<file path="config.mk">
export PLATFORM = sky130hd
export DESIGN_NAME = noc_local_ni
export DESIGN_NICKNAME = d
export VERILOG_FILES = /design/src/rtl/noc_local_ni.sv
export SDC_FILE = /design/constraint.sdc
export NUM_CORES = 1
export LEC_CHECK = 0
export BUFFER_PORTS_ARGS = -buffer_cell sky130_fd_sc_hd__buf_2
export CORE_ASPECT_RATIO = 1.75
export CORE_UTILIZATION = 35
export CTS_BUF_LIST = sky130_fd_sc_hd__clkbuf_4
export CTS_CLUSTER_SIZE = 30
export DETAILED_ROUTE_END_ITERATION = 7
export GPL_TIMING_DRIVEN = 0
export SLEW_MARGIN = 20
export SYNTH_ARGS = -nofsm -noshare
export SYNTH_HDL_FRONTEND = slang
export SYNTH_SLANG_ARGS = --single-unit
</file>
<file path="constraint.sdc">
create_clock -name clk -period 3.46 [get_ports clk]
set_input_delay 0.865 -clock clk [delete_from_list [all_inputs] [get_ports clk]]
set_output_delay 0.865 -clock clk [all_outputs]
set_load 0.005 [all_outputs]
</file>
<file path="src/rtl/noc_local_ni.sv">
// Local-port NI: packetizes core sends into 40-bit flits, injects them, and queues ejected flits.
// Latency: TX accept->ni_valid_out 2 cycles, RX capture->rx_valid 1 cycle; injection honours router occupancy, RX drops on full queue.
module noc_local_ni #(
    parameter int DEPTH               = 8,
    parameter int WIDTH               = 3,
    parameter int DATASIZE            = 40,
    parameter logic [3:0] NODE_ID     = 4'd0,
    parameter int TXDEPTH             = 4,
    parameter int RXDEPTH             = 4
) (
    input  logic                clk,
    input  logic                rst_n,
    input  logic                tx_req,
    input  logic [3:0]          tx_dst,
    input  logic [21:0]         tx_data,
    input  logic [1:0]          tx_type,
    output logic                tx_ready,
    output logic [DATASIZE-1:0] ni_data_out,
    output logic                ni_valid_out,
    input  logic                router_full,
    input  logic [WIDTH:0]      router_press,
    input  logic [DATASIZE-1:0] ni_data_in,
    input  logic                ni_valid_in,
    output logic                rx_valid,
    input  logic                rx_ready,
    output logic [3:0]          rx_src,
    output logic [21:0]         rx_data,
    output logic [1:0]          rx_type,
    output logic [7:0]          rx_latency,
    output logic [2:0]          err_flags,
    output logic [15:0]         tx_count,
    output logic [15:0]         rx_count
);
    localparam int TXAW = $clog2(TXDEPTH);
    localparam int RXAW = $clog2(RXDEPTH);
    localparam logic [TXAW:0]    TX_FULL  = (TXAW+1)'(TXDEPTH);
    localparam logic [RXAW:0]    RX_FULL  = (RXAW+1)'(RXDEPTH);
    localparam logic [WIDTH+1:0] DEPTH_W  = (WIDTH+2)'(DEPTH);

    typedef enum logic [1:0] {ST_IDLE, ST_WAIT, ST_SEND} state_t;

    typedef struct packed {
        logic [3:0]  src;
        logic [21:0] data;
        logic [1:0]  kind;
        logic [7:0]  lat;
    } rx_entry_t;

    state_t                state;
    logic [7:0]            ts;
    logic [DATASIZE-1:0]   tx_mem [TXDEPTH];
    logic [TXAW-1:0]       tx_wp, tx_rp;
    logic [TXAW:0]         tx_cnt;
    rx_entry_t             rx_mem [RXDEPTH];
    logic [RXAW-1:0]       rx_wp, rx_rp;
    logic [RXAW:0]         rx_cnt;

    logic tx_empty, tx_push, self_send, space, issue;
    logic rx_full, rx_pop, rx_hit, rx_push, misroute, overflow;
    logic [WIDTH+1:0] press_sum;
    logic [7:0] rx_lat;

    assign tx_empty  = (tx_cnt == '0);
    assign tx_ready  = (tx_cnt != TX_FULL);
    assign tx_push   = tx_req && tx_ready && (tx_dst != NODE_ID);
    assign self_send = tx_req && tx_ready && (tx_dst == NODE_ID);

    // A flit on the wire this cycle is not yet reflected in router_press.
    assign press_sum = {1'b0, router_press} + (WIDTH+2)'(state == ST_SEND);
    assign space     = !router_full && (press_sum < DEPTH_W);
    assign issue     = (state != ST_IDLE) && !tx_empty && space;

    assign rx_valid  = (rx_cnt != '0);
    assign rx_full   = (rx_cnt == RX_FULL);
    assign rx_pop    = rx_valid && rx_ready;
    assign rx_hit    = ni_valid_in && (ni_data_in[35:32] == NODE_ID);
    assign misroute  = ni_valid_in && (ni_data_in[35:32] != NODE_ID);
    assign rx_push   = rx_hit && (!rx_full || rx_pop);
    assign overflow  = rx_hit && rx_full && !rx_pop;
    assign rx_lat    = ts - ni_data_in[31:24];

    assign rx_src     = rx_mem[rx_rp].src;
    assign rx_data    = rx_mem[rx_rp].data;
    assign rx_type    = rx_mem[rx_rp].kind;
    assign rx_latency = rx_mem[rx_rp].lat;

    always_ff @(posedge clk or negedge rst_n) begin
        if (!rst_n) begin
            ts        <= '0;
            err_flags <= '0;
        end else begin
            ts        <= ts + 8'd1;
            err_flags <= err_flags | {misroute, overflow, self_send};
        end
    end

    always_ff @(posedge clk or negedge rst_n) begin
        if (!rst_n) begin
            tx_wp  <= '0;
            tx_rp  <= '0;
            tx_cnt <= '0;
            for (int i = 0; i < TXDEPTH; i++) tx_mem[i] <= '0;
        end else begin
            if (tx_push) begin
                tx_mem[tx_wp] <= {NODE_ID, tx_dst, ts, tx_data, tx_type};
                tx_wp         <= tx_wp + 1'b1;
            end
            if (issue) tx_rp <= tx_rp + 1'b1;
            if (tx_push && !issue)      tx_cnt <= tx_cnt + 1'b1;
            else if (!tx_push && issue) tx_cnt <= tx_cnt - 1'b1;
        end
    end

    always_ff @(posedge clk or negedge rst_n) begin
        if (!rst_n) begin
            state        <= ST_IDLE;
            ni_valid_out <= 1'b0;
            ni_data_out  <= '0;
            tx_count     <= '0;
        end else begin
            if (issue) begin
                state        <= ST_SEND;
                ni_valid_out <= 1'b1;
                ni_data_out  <= tx_mem[tx_rp];
                if (tx_count != 16'hFFFF) tx_count <= tx_count + 16'd1;
            end else begin
                state        <= tx_empty ? ST_IDLE : ST_WAIT;
                ni_valid_out <= 1'b0;
            end
        end
    end

    always_ff @(posedge clk or negedge rst_n) begin
        if (!rst_n) begin
            rx_wp    <= '0;
            rx_rp    <= '0;
            rx_cnt   <= '0;
            rx_count <= '0;
            for (int i = 0; i < RXDEPTH; i++) rx_mem[i] <= '0;
        end else begin
            if (rx_push) begin
                rx_mem[rx_wp] <= '{src: ni_data_in[39:36], data: ni_data_in[23:2],
                                   kind: ni_data_in[1:0], lat: rx_lat};
                rx_wp         <= rx_wp + 1'b1;
                if (rx_count != 16'hFFFF) rx_count <= rx_count + 16'd1;
            end
            if (rx_pop) rx_rp <= rx_rp + 1'b1;
            if (rx_push && !rx_pop)      rx_cnt <= rx_cnt + 1'b1;
            else if (!rx_push && rx_pop) rx_cnt <= rx_cnt - 1'b1;
        end
    end
endmodule

</file>
==> key figures, run 1 <==
Run status
  – Outcome: finished, final reports clean

Power
  – Power Density: about 820 nW/um^2
  – Sequential power share: between 40% and 50%
  – P_int: ~11 mW
  – Psw: 4.90 mW
  – Leakage: ~9.3 nW
  – Tot Pwr: 16.3 mW
  – Comb pwr share: about a third
  – Switch share: between 30% and 40%
  – Clock Power Share: 23.4%
  – Max IR drop VDD: approximately 420 uV

Worst setup path
  – Worst-case reg-to-reg path depth: 7
  – FF-to-FF End: rx_cnt[1]$_DFFE_PN0P_
  – Critical path buffer and inverter count: 2
  – Worst R2R Setup Slack: 1.00 ns
  – Slowest CP cell: dfrtp_2
  – Critical R2R Launch: rx_cnt[0]$_DFFE_PN0P_
  – Critical path data arrival time: 2.39 ns
  – Critical Path RT: 2.59 ns
  – Crit path launch type: flip-flop
  – CP endpoint kind: output pin
  – Top delay family on crit path: buffers and inverters
  – WS Path Type: reg -> out
  – Setup crit start: rx_rp[1]$_DFFE_PN0P_
  – Crit path depth: 3
  – End of the critical path: rx_type[1]
  – CP Cell Sequence: clkdlybuf4s15_2 -> mux4_2 -> buf_2
  – CP max FO: 10
  – Crit path largest cell delay: ~0.57 ns

Placement
  – Dpl cells: 1885
  – RD Place Congestion: 0.760
  – Final HPWL DP: approximately 27000 um
  – DP Area: between 15000 and 20000 sq um
  – Port Buf Inserts: between 150 and 200
  – Dpl ws: around 0.044 ns

Global route
  – Largest net degree at the start of global routing: 95
  – Initial antenna violation count: 5
  – GRT Overall Usage: between 10% and 20%
  – Overflow after GRT: 0
  – Vias in the first global route: 11300
  – First-pass GRT wire length: 61600 um

Finish
  – Proportion of layout cells with a drive suffix above 1: about 53%
  – Post-Layout Cell Count: ~2100
  – Design area: just under 20000 sq um
  – Area grow syn2layout: 18.1%
  – Layout Nets: 1489
  – Fin util: around two fifths

Clock network
  – H-tree depth: 3
  – Clk slew on worst S/H paths: approximately 0.080 ns
  – Cts bufs inserted: between 90 and 100
  – Sink Count: about 380
  – Worst-skew pair later-pin latency: around 0.8 ns
  – Clock Tree Root: clkbuf_4
  – Post-CTS Setup Inserts: 0
  – Clock tree from TritonCTS: done
  – Worst-case clock buffer depth: 3

Yosys
  – Synth top area share: a little under three fifths
  – Commonest cells in the netlist: 383 x dfrtp_1, 298 x mux2_2, 72 x mux4_2
  – Primary FF master, synth: dfrtp_1
  – Gate Count Post-Synth: between 1000 and 1500
  – Synth unique cells: 51
  – Sequential area share after synthesis: between 50% and 60%
  – Most common cell in the netlist: dfrtp_1
  – Post-synth EDFFs: 0
  – Asr flop ratio synth: 100%
  – Post-Syn Area: between 15000 and 20000 sq um
  – Avg Inst Size Synth: 15.3 sq um
  – Largest area contributor in the netlist: dfrtp_1
  – Synth Register Bits: about 380
  – Synth warn: 0
  – Synth area leaders: dfrtp_1 57%, mux2_2 20%, mux4_2 9.6%

STA
  – Slew @ Worst Pin: ~0.86 ns
  – Fin Hold WS: ~0.35 ns
  – RSZ-0062 raised after global routing: no
  – Rel. slew slack: between 40 and 50%
  – Setup TNS: 0 ns
  – Final Hold Vio Count: 0
  – Setup ws final: 0.209 ns
  – Final Max Tran Viols: 0
  – Final setup fails: 0
  – Fmax: just over 300 MHz
  – Period minus WS final: 3.25 ns
  – Skew final: approximately 0.043 ns
  – Tcrit/Tclk final: 94.0%

Route
  – Drc violations: 0
  – DR vias/cell: around 5.0
  – Avg WL per Cell: 18.7 um
  – First-pass DRT Iterations: 4
  – Drt total wl: approximately 38000 um
  – Number of routed nets with antenna violations: 0
  – Initial DRC count: 364
  – Routed vias: slightly above 10000

Die
  – Row count: about 110
  – Full die area: around 49000 sq um
  – Initial Util: a little over a third
  – Ports: ~190
  – Chip Width: between 150 and 200 um
  – Die H: 292 um
  – Core ar.: ~48000 sq um

Flow run
  – Max Cap Violations: 0

Hold path
  – Type of the worst min-delay path: in -> reg
-- worst min path at each step --
stage	start	to	slack, ns	cells after the start
6_report	tx_data[8]	tx_mem[90]$_DFFE_PN0P_	0.35	2
5_1_grt	tx_data[4]	tx_mem[86]$_DFFE_PN0P_	0.27	2
4_1_cts	ni_valid_in	err_flags[2]$_DFF_PN0_	0.24	2
3_5_place_dp	err_flags[2]$_DFF_PN0_	err_flags[2]$_DFF_PN0_	0.45	1
3_3_place_gp	err_flags[2]$_DFF_PN0_	err_flags[2]$_DFF_PN0_	0.44	1
2_1_floorplan	rx_mem[40]$_DFFE_PN0P_	rx_mem[40]$_DFFE_PN0P_	0.44	2
-- cell families (layout without fill, tap and decap cells) --
kind of cell    Yosys count  after routing  share of synthesized area [%]
buf+inv                  75            430                           2.26
other cells               1              9                         0.0223
fa+ha+maj                23             23                           1.84
flops                   383            383                           56.9
compound gates           45             45                           1.65
simple gates            140            140                           4.39
mux                     381            381                           30.4
xor+xnor                 49             49                           2.55
-- power by group through the flow --
stage | combinational [mW] | clock, mW | sequential, mW
2_1_floorplan | 3.85 | 0 | 6.93
3_3_place_gp | 5.34 | 0 | 7.07
3_5_place_dp | 5.48 | 0 | 7.19
4_1_cts | 5.48 | 4.00 | 7.14
5_1_grt | 5.81 | 4.20 | 7.35
6_report | 5.33 | 3.81 | 7.13
-- state kept, by name, summed over array words and instances, names as in the netlist --
name / cells
rx_mem: 144
tx_mem: 144
ni_data_out: 36
rx_count: 16
tx_count: 16
ts: 8
err_flags: 3
rx_cnt: 3
tx_cnt: 3
rx_rp: 2
rx_wp: 2
tx_rp: 2
tx_wp: 2
ni_valid_out: 1
state: 1
-- cell type report --
cell class / count / area [sq um]
inverters: 17 / 63.8
repair buffers: 192 / 1070
flip-flops and latches: 383 / 9590
fillers: 4492 / 27700
well taps: 594 / 743
plain buffers: 57 / 333
clock buffers: 131 / 983
clock inverters: 33 / 220
multi-input cells: 642 / 6890
diodes: 5 / 12.5
-- metal layers --
metal | global-route usage [%] | routed length, um
met5 | 0 | 11
met4 | 6.91 | 999
met2 | 30.3 | 21100
met3 | 4.59 | 2190
met1 | 16.6 | 14000
-- cells in the final DEF, fill, tap and decap left out, types with 5 or more instances in the layout --
cell	count
nand2_1	45
nand4_1	12
buf_2	208
diode_2	5
mux2_1	5
clkbuf_1	9
xor2_1	20
ha_1	20
clkinv_1	23
nor2_1	14
buf_4	17
mux4_2	72
and3_1	12
o21ai_0	24
mux2_2	298
a21oi_1	5
nor3_1	10
xnor2_1	29
inv_1	17
dfrtp_1	382
nand3_1	16
clkbuf_4	131
-- worst reg2reg max path: stages, from the launching register on --
cell,delay (ns)
dfrtp_1,0.44
nor4b_2,0.56
nor3b_4,0.15
buf_2,0.23
ha_1,0.22
inv_1,0.07
fa_1,0.41
mux2_2,0.27
-- repair_timing --
action / 4_1_cts / 5_1_grt
endpoints found under the hold margin: 25 / 0
gates resized for setup: 9 / 0
endpoints found under the setup margin: 29 / 0
hold buffers: 1 / 0
(Power assumes the default switching activity.)
==> run 2: changes to the inputs <==
CORE_UTILIZATION = 45   (was 35)
TNS_END_PERCENT = 20   (was not set)
==> key figures, run 2 (synthesis gave the netlist of run 1 again) <==
Run status
  – Outcome: finished, final reports clean (unchanged)

Route
  – Drt total wl: 36700 um (was 38400 um)
  – First-pass DRT Iterations: 4 (unchanged)
  – Avg WL per Cell: 19.0 um (was 18.7 um)
  – Met3 wire length: 2000 um (was 2190 um)
  – DR vias/cell: 5.25 (was 4.98)
  – Routed met2 length: 20400 um (was 21100 um)
  – Max layer used: met5 (unchanged)
  – Number of routed nets with antenna violations: 0 (unchanged)
  – Routed vias: 10100 (was 10200)
  – Drc violations: 0 (unchanged)
  – Initial DRC count: 323 (was 364)
  – Metal-1 WL: 13500 um (was 14000 um)

Die
  – Row count: 93 (was 106)
  – Initial Util: 45.6% (was 35.4%)
  – Ports: 192 (unchanged)
  – Chip Width: 148 um (was 168 um)
  – Core ar.: 36900 sq um (was 47600 sq um)
  – Die H: 258 um (was 292 um)
  – Full die area: 38200 sq um (was 49000 sq um)

Finish
  – Design area: 19700 sq um (was 19900 sq um)
  – # fillers: 3223 (was 4492)
  – Layout Nets: 1489 (unchanged)
  – Commonest non-fill, non-tap cell in the layout: dfrtp_1 (unchanged)
  – Fin util: 53.5% (was 41.8%)
  – Proportion of layout cells with a drive suffix above 1: 52.8% (was 52.7%)
  – Post-Layout Cell Count: 1932 (was 2054)
  – Most frequent cells in the layout: 382 x dfrtp_1, 298 x mux2_2, 208 x buf_2 (unchanged)
  – Largest registers: rx_mem: 144 flops, tx_mem: 144 flops, ni_data_out: 36 flops (unchanged)
  – Area grow syn2layout: 17.2% (was 18.1%)

Placement
  – Final HPWL DP: 25800 um (was 27500 um)
  – Dpl cells: 1767 (was 1885)
  – Port Buf Inserts: 187 (unchanged)
  – RD Place Congestion: 0.771 (was 0.760)
  – DP Area: 18500 sq um (was 18600 sq um)

Worst setup path
  – Crit path launch type: flip-flop (unchanged)
  – WS Path Type: reg -> out (unchanged)
  – Critical path data arrival time: 2.34 ns (was 2.39 ns)
  – End of the critical path: rx_data[20] (was rx_type[1])
  – Critical Path RT: 2.59 ns (about the same)
  – FF-to-FF End: ni_data_out[30]$_DFFE_PN0P_ (was rx_cnt[1]$_DFFE_PN0P_)
  – Setup crit start: rx_rp[0]$_DFFE_PN0P_ (was rx_rp[1]$_DFFE_PN0P_)
  – Critical R2R Launch: tx_cnt[0]$_DFFE_PN0P_ (was rx_cnt[0]$_DFFE_PN0P_)
  – Worst R2R Setup Slack: 0.90 ns (was 1.00 ns)
  – CP max FO: 10 (unchanged)
  – CP endpoint kind: output pin (unchanged)
  – Worst-case reg-to-reg path depth: 6 (was 7)

STA
  – Skew final: 0.0423 ns (was 0.0435 ns)
  – Final setup fails: 0 (unchanged)
  – Fmax: 312 MHz (was 308 MHz)
  – Final Hold Vio Count: 0 (unchanged)
  – Setup TNS: 0 ns (unchanged)
  – Slew @ Worst Pin: 0.959 ns (was 0.857 ns)
  – Final Max Tran Viols: 0 (unchanged)
  – RSZ-0062 raised after global routing: no (unchanged)
  – Rel. slew slack: 36.0% (was 42.3%)
  – Period minus WS final: 3.20 ns (was 3.25 ns)
  – Tcrit/Tclk final: 92.6% (was 94.0%)

Power
  – Tot Pwr: 16.2 mW (was 16.3 mW)
  – Power Density: 820 nW/um^2 (was 818 nW/um^2)
  – Max IR drop VDD: 493 uV (was 424 uV)
  – Leakage: 9.33 nW (was 9.34 nW)

Global route
  – Initial antenna violation count: 6 (was 5)
  – Largest net degree at the start of global routing: 97 (was 95)
  – Vias in the first global route: 11300 (about the same)
  – GRT Overall Usage: 20.2% (was 16.2%)
  – Overflow after GRT: 0 (unchanged)
  – First-pass GRT wire length: 59700 um (was 61600 um)

Clock network
  – Cts bufs inserted: 94 (was 95)
  – Clock tree from TritonCTS: done (unchanged)
  – Worst-case clock buffer depth: 3 (unchanged)
  – Sink Count: 383 (unchanged)
  – Clk slew on worst S/H paths: 0.06 ns (was 0.08 ns)
  – Clock Tree Root: clkbuf_4 (unchanged)
  – H-tree depth: 3 (unchanged)
  – Worst-skew pair later-pin latency: 0.76 ns (was 0.79 ns)

Hold path
  – Type of the worst min-delay path: in -> reg (unchanged)

Flow run
  – Max Cap Violations: 0 (unchanged)
==> run 2: changes by cell type in the layout (fill, tap and decap cells not counted), sizes merged <==
cell,before,now
buf,234,235
inv,19,20
clkinv,27,22
==> run 2: worst min-delay path by stage <==
| stage | startpoint | slack, ns | endpoint | cells past startpoint |
|---|---|---|---|---|
| finish | ni_valid_in | 0.36 | err_flags[2]$_DFF_PN0_ | 2 |
| detailed placement | err_flags[2]$_DFF_PN0_ | 0.45 | err_flags[2]$_DFF_PN0_ | 1 |
| floorplan | rx_mem[40]$_DFFE_PN0P_ | 0.44 | rx_mem[40]$_DFFE_PN0P_ | 2 |
| CTS | ni_valid_in | 0.27 | err_flags[2]$_DFF_PN0_ | 2 |
| global placement | err_flags[2]$_DFF_PN0_ | 0.44 | err_flags[2]$_DFF_PN0_ | 1 |
| global route | ni_valid_in | 0.29 | err_flags[2]$_DFF_PN0_ | 2 |
==> run 2: layer usage <==
layer  vias to the layer above  track usage [%]
li1                       4635                -
met4                         4             7.56
met1                      5215             21.3
met3                        66             5.48
met2                       224             37.8
met5                         -                0
==> run 2: area by class of cell <==
class                      instances  area (sq um)  share of cell area (%)
inverter                          17          63.8                   0.323
sequential                       383          9590                    48.6
multi-input combinational        642          6890                    34.9
antenna                            5          12.5                  0.0634
timing repair buffer             193          1080                    5.46
clock inverter                    29           195                   0.989
tap                              475           594                    3.01
buffer                            57           332                    1.68
clock buffer                     131           983                    4.98
==> run 2: power by group <==
| part | total [mW] | internal (mW) | switching, mW | leakage [nW] |
|---|---|---|---|---|
| Clock | 3.73 | 1.96 | 1.77 | 0.700 |
| Sequential | 7.12 | 6.23 | 0.895 | 4.82 |
| Combinational | 5.32 | 3.18 | 2.14 | 3.81 |
| Total | 16.2 | 11.4 | 4.80 | 9.33 |
==> run 2: timing repair <==
item                                    CTS  global route
endpoints found under the setup margin   29             0
setup buffers                             0             0
resized for setup                         9             0
endpoints found under the hold margin    44             0
hold buffers                              1             0
==> run 2: stage by stage <==
stage	setup WS (ns)	hold WS, ns
final	0.255	0.362
after global routing	0.0658	0.291
after CTS	0.121	0.265
after detailed placement	0.0826	0.453
after global placement	-6.05	0.437
after floorplan	0.500	0.440
==> run 2: worst max-delay path, stage by stage (launching register included) <==
cell and delay [ns]:
dfrtp_1 0.36, buf_4 0.25, buf_4 0.29, mux4_2 0.54, buf_2 0.14
